`config.mk`:
```
export PLATFORM = sky130hd
export DESIGN_NAME = seq_detector_flat
export DESIGN_NICKNAME = d
export VERILOG_FILES = /design/src/rtl/seq_detector_if.sv /design/src/rtl/seq_detector.sv /design/src/flat_wrapper.sv
export SDC_FILE = /design/constraint.sdc
export NUM_CORES = 1
export LEC_CHECK = 0
export ABC_AREA = 1
export CORE_ASPECT_RATIO = 0.75
export CORE_UTILIZATION = 45
export CTS_CLUSTER_DIAMETER = 60
export DETAILED_ROUTE_END_ITERATION = 6
export PLACE_DENSITY = 0.79
export SLEW_MARGIN = 10
export SYNTH_ARGS = -nofsm -noshare
export SYNTH_HDL_FRONTEND = slang
export SYNTH_SLANG_ARGS = --single-unit
```
`constraint.sdc`:
```
create_clock -name clk -period 4.01 [get_ports clk]
set_input_delay 1.0025 -clock clk [delete_from_list [all_inputs] [get_ports clk]]
set_output_delay 1.0025 -clock clk [all_outputs]
set_load 0.05 [all_outputs]
```
`src/rtl/seq_detector_if.sv`:
```
// Symbol-stream bundle between a source and the sequence detector.
// Handshake: the source asserts in_valid for exactly the cycles in which
// in_sym carries a symbol; the detector has no backpressure and takes every
// valid symbol on the rising edge where in_valid is high. match, progress and
// hit_cnt are registered detector outputs and may be sampled on any cycle.
interface seq_detector_if #(
   parameter int SYM_W   = 2,
   parameter int SEQ_LEN = 3,
   parameter int CNT_W   = 8
);
   logic                               in_valid;
   logic [SYM_W-1:0]                   in_sym;
   logic                               match;
   logic [$clog2(SEQ_LEN+1)-1:0]       progress;
   logic [CNT_W-1:0]                   hit_cnt;

   modport master (output in_valid, in_sym, input match, progress, hit_cnt);
   modport slave  (input in_valid, in_sym, output match, progress, hit_cnt);
endinterface

```
`src/rtl/seq_detector.sv`:
```
// Run-time programmable symbol-sequence detector with KMP-style fallback,
// optional overlapping matches and a saturating hit counter.
module seq_detector #(
   parameter int SYM_W   = 2,
   parameter int SEQ_LEN = 3,
   parameter int CNT_W   = 8
) (
   input  logic                       clk,
   input  logic                       rst_n,
   input  logic                       clr,
   input  logic [SEQ_LEN*SYM_W-1:0]   cfg_seq,
   input  logic                       cfg_overlap,
   seq_detector_if.slave              sym_if
);
   localparam int PW = $clog2(SEQ_LEN+1);

   logic [PW-1:0]    p_q, p_d;
   logic             match_q, match_d;
   logic [CNT_W-1:0] cnt_q, cnt_d;
   int               border;
   int               q;
   int               p_i;
   logic             ok_b;
   logic             ok_q;

   // Symbol idx of the pattern; symbol 0 sits in the low bits.
   function automatic logic [SYM_W-1:0] sym_at(input logic [SEQ_LEN*SYM_W-1:0] vec,
                                                input int idx);
      return SYM_W'(vec >> (idx*SYM_W));
   endfunction

   // Longest proper border of the whole pattern: where to resume after an
   // overlapping match.
   always_comb begin
      border = 0;
      ok_b   = 1'b0;
      for (int k = 1; k < SEQ_LEN; k++) begin
         ok_b = 1'b1;
         for (int j = 0; j < SEQ_LEN-1; j++) begin
            if (j < k) begin
               if (sym_at(cfg_seq, j) != sym_at(cfg_seq, SEQ_LEN-k+j)) ok_b = 1'b0;
            end
         end
         if (ok_b) border = k;
      end
   end

   // Candidate progress q: extend on a hit, otherwise the longest pattern
   // prefix that is a suffix of (matched prefix, in_sym).
   always_comb begin
      p_i  = int'(p_q);
      q    = 0;
      ok_q = 1'b0;
      if (sym_if.in_sym == sym_at(cfg_seq, p_i)) begin
         q = p_i + 1;
      end else begin
         for (int k = 1; k < SEQ_LEN; k++) begin
            if (k <= p_i) begin
               ok_q = (sym_at(cfg_seq, k-1) == sym_if.in_sym);
               for (int j = 0; j < SEQ_LEN-1; j++) begin
                  if (j < k-1) begin
                     if (sym_at(cfg_seq, j) != sym_at(cfg_seq, p_i-k+1+j)) ok_q = 1'b0;
                  end
               end
               if (ok_q) q = k;
            end
         end
      end
   end

   // Next-state selection: clear wins, then accepted symbols, else hold.
   always_comb begin
      p_d     = p_q;
      match_d = 1'b0;
      cnt_d   = cnt_q;
      if (clr) begin
         p_d   = '0;
         cnt_d = '0;
      end else if (sym_if.in_valid) begin
         if (q == SEQ_LEN) begin
            match_d = 1'b1;
            if (cnt_q != '1) cnt_d = cnt_q + CNT_W'(1);
            p_d = cfg_overlap ? PW'(border) : '0;
         end else begin
            p_d = PW'(q);
         end
      end
   end

   // State and output registers; reset clears everything without a clock.
   always_ff @(posedge clk or negedge rst_n) begin
      if (!rst_n) begin
         p_q     <= '0;
         match_q <= 1'b0;
         cnt_q   <= '0;
      end else begin
         p_q     <= p_d;
         match_q <= match_d;
         cnt_q   <= cnt_d;
      end
   end

   assign sym_if.match    = match_q;
   assign sym_if.progress = p_q;
   assign sym_if.hit_cnt  = cnt_q;
endmodule

```
`src/flat_wrapper.sv`:
```
// flat-port wrapper written by rule: the top's interface ports become plain ports
module seq_detector_flat 
#(
   parameter int SYM_W   = 2,
   parameter int SEQ_LEN = 3,
   parameter int CNT_W   = 8
)
  (clk, rst_n, clr, cfg_seq, cfg_overlap, sym_if_in_valid, sym_if_in_sym, sym_if_match, sym_if_progress, sym_if_hit_cnt);
  seq_detector_if #(.SYM_W(SYM_W), .SEQ_LEN(SEQ_LEN), .CNT_W(CNT_W)) sym_if_i ();
  input  logic clk;
  input  logic rst_n;
  input  logic clr;
  input  logic [SEQ_LEN*SYM_W-1:0] cfg_seq;
  input  logic cfg_overlap;
  input wire logic [$bits(sym_if_i.in_valid)-1:0] sym_if_in_valid;
  input wire logic [$bits(sym_if_i.in_sym)-1:0] sym_if_in_sym;
  output wire logic [$bits(sym_if_i.match)-1:0] sym_if_match;
  output wire logic [$bits(sym_if_i.progress)-1:0] sym_if_progress;
  output wire logic [$bits(sym_if_i.hit_cnt)-1:0] sym_if_hit_cnt;
  assign sym_if_i.in_valid = sym_if_in_valid;
  assign sym_if_i.in_sym = sym_if_in_sym;
  assign sym_if_match = sym_if_i.match;
  assign sym_if_progress = sym_if_i.progress;
  assign sym_if_hit_cnt = sym_if_i.hit_cnt;
  seq_detector #(.SYM_W(SYM_W), .SEQ_LEN(SEQ_LEN), .CNT_W(CNT_W)) u_core (.clk(clk), .rst_n(rst_n), .clr(clr), .cfg_seq(cfg_seq), .cfg_overlap(cfg_overlap), .sym_if(sym_if_i));
endmodule
```
# Yosys cells after proc, flatten, opt, wreduce, memory -nomap -nowiden
# Index checks and enable logic that the tools add are counted.
[op_classes]
eq_ne = 9
mux = 23
mul = 0
n_bitwise = 0
n_div = 0
reduce_logical = 4
n_shift = 2
add_sub_neg = 4
magnitude_cmp = 2
[op_table]
columns = ["op", "n"]
rows = [
  ["2-to-1 mux 32 bit", 4],
  ["equality test 32 x 3 -> 1 bit (second input constant)", 1],
  ["2-to-1 mux 8 bit", 4],
  ["right shift 6 x 32 -> 2 bit", 1],
  ["adder 31 x 2 -> 31 bit (second input constant)", 1],
  ["2-to-1 mux 1 bit", 10],
  ["2-to-1 mux 2 bit", 5],
  ["adder 8 x 1 -> 8 bit (second input constant)", 1],
  ["inequality test 2 bit", 4],
  ["inequality test 8 bit (second input constant)", 1],
  ["equality test 2 bit", 3],
  ["nonzero test 2 bit", 3],
  ["right shift 6 x 3 -> 2 bit", 1],
  ["adder 2 x 1 -> 3 bit (second input constant)", 1],
  ["AND reduction 3 bit", 1],
  ["subtractor 2 x 2 -> 3 bit (second input constant)", 1],
  ["less-or-equal comparator 1 x 2 -> 1 bit (first input constant)", 1],
  ["less-or-equal comparator 2 bit (first input constant)", 1],
]
[totals]
word_cells = 47
regBits = 11
inputBits = 13
ramBits = 0
memories = 0
out_inout_bits = 11
rom_bits = 0
latchBits = 0

# Longest topological paths before layout
[depth]
word_depth = 14
ltp_mapped = 17
ltp_nobuf = 17

# Worst setup path after synthesis
# Ideal clock, no wire load.
[synth_path]
path_kind = "register -> register"
startpoint = "register u_core.p_q[0], in the netlist u_core.sym_if.progress[0]"
endpoint = "register u_core.cnt_q[2], in the netlist u_core.sym_if.hit_cnt[2]"
t_arrival_ns = 2.336
period_less_slack_ns = 2.403
path_slack_ns = 1.607
t_required_ns = 3.943
stages_incl_launch_ff = 16
path_buffers = 0
cell_sequence = "dfrtp_1 -> inv_1 -> ha_1 -> inv_1 -> o21ai_0 -> nand2_1 -> nand2_1 -> nor2_2 -> nand2_2 -> nand2_2 -> nand2_2 -> nor2_4 -> nand4_4 -> nand2_4 -> nand2_1 -> nand2_1"
[synth_between]
elab_chain_cells = 13
elab_cells_between_ends = 19
[synth_lines]
columns = ["item", "line_no", "rtl"]
rows = [
  ["start, declared", "seq_detector.sv:17", "logic [PW-1:0] p_q, p_d;"],
  ["start signal, assigned", "seq_detector.sv:97", "p_q <= p_d;"],
  ["subtractor 2 x 2 -> 3 bit", "seq_detector.sv:62", "if (sym_at(cfg_seq, j) != sym_at(cfg_seq, p_i-k+1+j)) ok_q = 1'b0;"],
  ["adder 31 x 2 -> 31 bit", "seq_detector.sv:62", ""],
  ["right shift 6 x 32 -> 2 bit", "seq_detector.sv:29", "return SYM_W'(vec >> (idx*SYM_W));"],
  ["inequality test 2 bit", "seq_detector.sv:62", ""],
  ["2-to-1 mux 1 bit", "seq_detector.sv:62", ""],
  ["2-to-1 mux 1 bit", "seq_detector.sv:58", "if (k <= p_i) begin"],
  ["2-to-1 mux 1 bit", "seq_detector.sv:54", "if (sym_if.in_sym == sym_at(cfg_seq, p_i)) begin"],
  ["2-to-1 mux 32 bit", "seq_detector.sv:65", "if (ok_q) q = k;"],
  ["2-to-1 mux 32 bit", "seq_detector.sv:58", ""],
  ["2-to-1 mux 32 bit *", "seq_detector.sv:54", ""],
  ["equality test 32 x 3 -> 1 bit *", "seq_detector.sv:80", "if (q == SEQ_LEN) begin"],
  ["nonzero test 2 bit (no source line) *", "-", ""],
  ["AND reduction 3 bit (no source line) *", "-", ""],
  ["end signal, assigned", "seq_detector.sv:99", "cnt_q <= cnt_d;"],
  ["end, declared", "seq_detector.sv:19", "logic [CNT_W-1:0] cnt_q, cnt_d;"],
]
# Mark *: on every way between the ends. The rest lies on a longest branch, timed or not. The select of a mux whose other input is x is not followed.
# A chain may end at the register's enable or synchronous reset.

# Final worst setup path
[layout_path]
startpoint = "input port cfg_seq[4]"
endpoint = "register u_core.cnt_q[7], in the netlist u_core.sym_if.hit_cnt[7]"
[layout_between]
elab_chain_cells = 11
elab_cells_between_ends = 13
[layout_lines]
columns = ["item", "line_no", "rtl"]
rows = [
  ["start, declared", "flat_wrapper.sv:13", "input logic [SEQ_LEN*SYM_W-1:0] cfg_seq;"],
  ["right shift 6 x 32 -> 2 bit", "seq_detector.sv:29", ""],
  ["inequality test 2 bit", "seq_detector.sv:62", ""],
  ["2-to-1 mux 1 bit", "seq_detector.sv:62", ""],
  ["2-to-1 mux 1 bit", "seq_detector.sv:58", ""],
  ["2-to-1 mux 1 bit", "seq_detector.sv:54", ""],
  ["2-to-1 mux 32 bit", "seq_detector.sv:65", ""],
  ["2-to-1 mux 32 bit", "seq_detector.sv:58", ""],
  ["2-to-1 mux 32 bit *", "seq_detector.sv:54", ""],
  ["equality test 32 x 3 -> 1 bit *", "seq_detector.sv:80", ""],
  ["nonzero test 2 bit (no source line) *", "-", ""],
  ["AND reduction 3 bit (no source line) *", "-", ""],
]
# Marks and branches as above.

==> impl_metrics.tcl <==
set metrics [dict create \
    status "finished, final reports clean" \
    drv_cap 0 \
    cp-start-kind "input port" \
    crit_arrival_ps 2950 \
    reg2regPathDepth 16 \
    layout.cells.non_filler 225 \
    multi_input_area_sq_um 701.9 \
    crit_type "in -> reg" \
    r2r_start "u_core.sym_if.progress[0]" \
    place_hpwl_um 2117 \
    slew_violations 0 \
    numCtsBuffers 3 \
    overflow 0 \
    antenna_found_initial 0 \
    final_hold_viol_count 0 \
    clock-sinks 11 \
    powerDensity_nw_per_um2 285.4 \
    nets 212 \
    yosys-top-cells-area "dfrtp_1, nand2_1, nand3_1, inv_1, nor2_1" \
    drt-total-wl_um 2723 \
    layout_common_cells "nand2_1, nand3_1, clkdlybuf4s50_1" \
    ant_nets 0 \
    cp_max_fo 9 \
    skew_ps 6.984 \
    dr.first_iter.drc_count 81 \
    placement_rows 14 \
    tns_ps 0 \
    mappedNetlistArea_sq_um 1074 \
    core_area_sq_um 2120 \
    synth_cell_types 24 \
    post-cts-setup-buffer-count 0 \
    holdBufCountCts 0 \
    timing.fmax_mhz 366.5 \
    synth_top_area_share_pct 25.64 \
    antenna_cells 0 \
    setup_viol 0 \
    r2r_end "u_core.sym_if.hit_cnt[7]" \
    min_path_type "reg -> reg" \
    ir_drop_mv 0.1943 \
    syn_avg_cell_area_sq_um 6.428 \
    ys_seq_area_share_pct 25.64 \
    tritoncts "built" \
    clk_pin_slew_ps 80 \
    cp-end-kind "flip-flop" \
    die_w_um 58.40 \
    yosysWarnings 0 \
    grt_pass1_wl_um 4657 \
    pin_count 24 \
    dieArea_sq_um 2587 \
    regArea_sq_um 275.3 \
    grtUsageTotal_pct 23.99 \
    fin_crit_ps 2729 \
    leakagePower_nw 0.6511 \
    worst_pin_slew_ps 510.4 \
    synth_largest_area_cell "dfrtp_1" \
    worstSkewPairLatency_ps 280 \
    syn_inst 167 \
    wl_per_cell_um 12.10 \
    drc 0 \
    grt_setup_unrepaired "false" \
    vias_per_cell 5.258 \
    final_common_cell "nand2_1" \
    max-clock-path-buffers 2 \
    placed_cells 221 \
    dp_slack_ps 1034 \
    start_util_pct 50.65 \
    place.gp.congestion 0.9969 \
    rrSetupSlack_ps 1540 \
    startpoint "cfg_seq[4]" \
    worstPathRequired_ps 4230 \
    drive_gt1_share_pct 8.808 \
    grt_max_degree 16 \
    root_buffer "clkbuf_4" \
    io_buffer_count 23 \
    ctsResizeCount 0 \
    area_growth_pct 26.34 \
    min_period_over_period_pct 68.05 \
    finalPower_mw 0.3871 \
    drt-pass1-iter-count 4 \
    finalWorstSetupSlack_ps 1281 \
    grt_pass1_vias 1078 \
    htree_levels 1 \
    relSlewSlack_pct 65.87 \
    cp-endpoint "u_core.sym_if.hit_cnt[7]" \
    num-fill-cells 198 \
    vias 1183 \
    ys_ff_latch 11 \
    synth.net_count 185 \
    die_h_um 44.30 \
]
## layout make-up
type / count / area share (%)
multi-input combinational: 134 / 51.75
sequential: 11 / 20.30
timing repair buffer: 24 / 17.53
inverter: 20 / 5.535
tap: 32 / 2.952
clock buffer: 4 / 1.937
## sequential cells by signal, indices dropped and copies added (netlist names)
name	cells
u_core.sym_if.match	1
u_core.sym_if.hit_cnt	8
u_core.sym_if.progress	2
## critical path, cell delays in order
cell	delay, ps
clkdlybuf4s50_1	520
inv_1	60
o21ai_0	210
nand3_1	100
nand2_1	70
nand2_1	100
nand2_2	120
nand3_1	80
nand2_1	170
nand4_4	210
nand2_4	160
nand2_1	80
nand2_1	70
## logic make-up after synthesis
group	Yosys count	share of synthesized area, %
adder cells (fa/ha/maj)	5	5.828
XOR/XNOR	5	4.079
flip-flops	11	25.64
AO/OA/AOI/OAI	13	6.994
buffers and inverters	22	8.974
AND/OR/NAND/NOR	111	48.48
## power by group
| group | leakage (nW) | switching (mW) | internal [mW] | total, mW |
|---|---|---|---|---|
| Clock | 0.0150 | 0.0415 | 0.0386 | 0.0801 |
| Sequential | 0.151 | 0.00925 | 0.118 | 0.127 |
| Combinational | 0.485 | 0.118 | 0.0616 | 0.180 |
| Total | 0.651 | 0.169 | 0.218 | 0.387 |
## synth_stat cells, drive strengths merged
library cell   n
a21oi          2
nor3b          1
o221ai         1
nor3           2
nand4          4
o21ai          9
nand2         54
o31ai          1
ha             5
inv           19
buf            1
nand3         28
nor2          22
dfrtp         11
clkinv         1
dlygate4sd3    1
xor2           4
xnor2          1
## worst min-delay path by stage
stage | startpoint | endpoint | cells after the start
2_1_floorplan | rst_n | u_core.sym_if.hit_cnt[0] | 0
3_3_place_gp | u_core.sym_if.hit_cnt[5] | u_core.sym_if.hit_cnt[5] | 2
3_5_place_dp | u_core.sym_if.hit_cnt[5] | u_core.sym_if.hit_cnt[5] | 2
4_1_cts | u_core.sym_if.hit_cnt[5] | u_core.sym_if.hit_cnt[5] | 2
5_1_grt | u_core.sym_if.hit_cnt[1] | u_core.sym_if.hit_cnt[1] | 2
6_report | u_core.sym_if.hit_cnt[1] | u_core.sym_if.hit_cnt[1] | 2
## per-stage QoR
stage,hold slack [ps],util [%],area [sq um]
floorplan,706.9,-,1074
global placement,557.4,62.75,1330
detailed placement,564.8,62.75,1330
CTS,587.5,63.99,1356
global route,620.0,63.99,1356
finish,591.9,63.99,1356
## routing by layer
layer  part of all wire [%]  vias to the layer above  global-route usage, %
li1                       -                      592                      -
met1                     47                      526                  32.97
met2                     43                       58                  36.32
met3                    8.9                        7                  8.480
met4                   0.77                        0                  5.714
met5                      0                        -                      0
(Power assumes the default switching activity.)
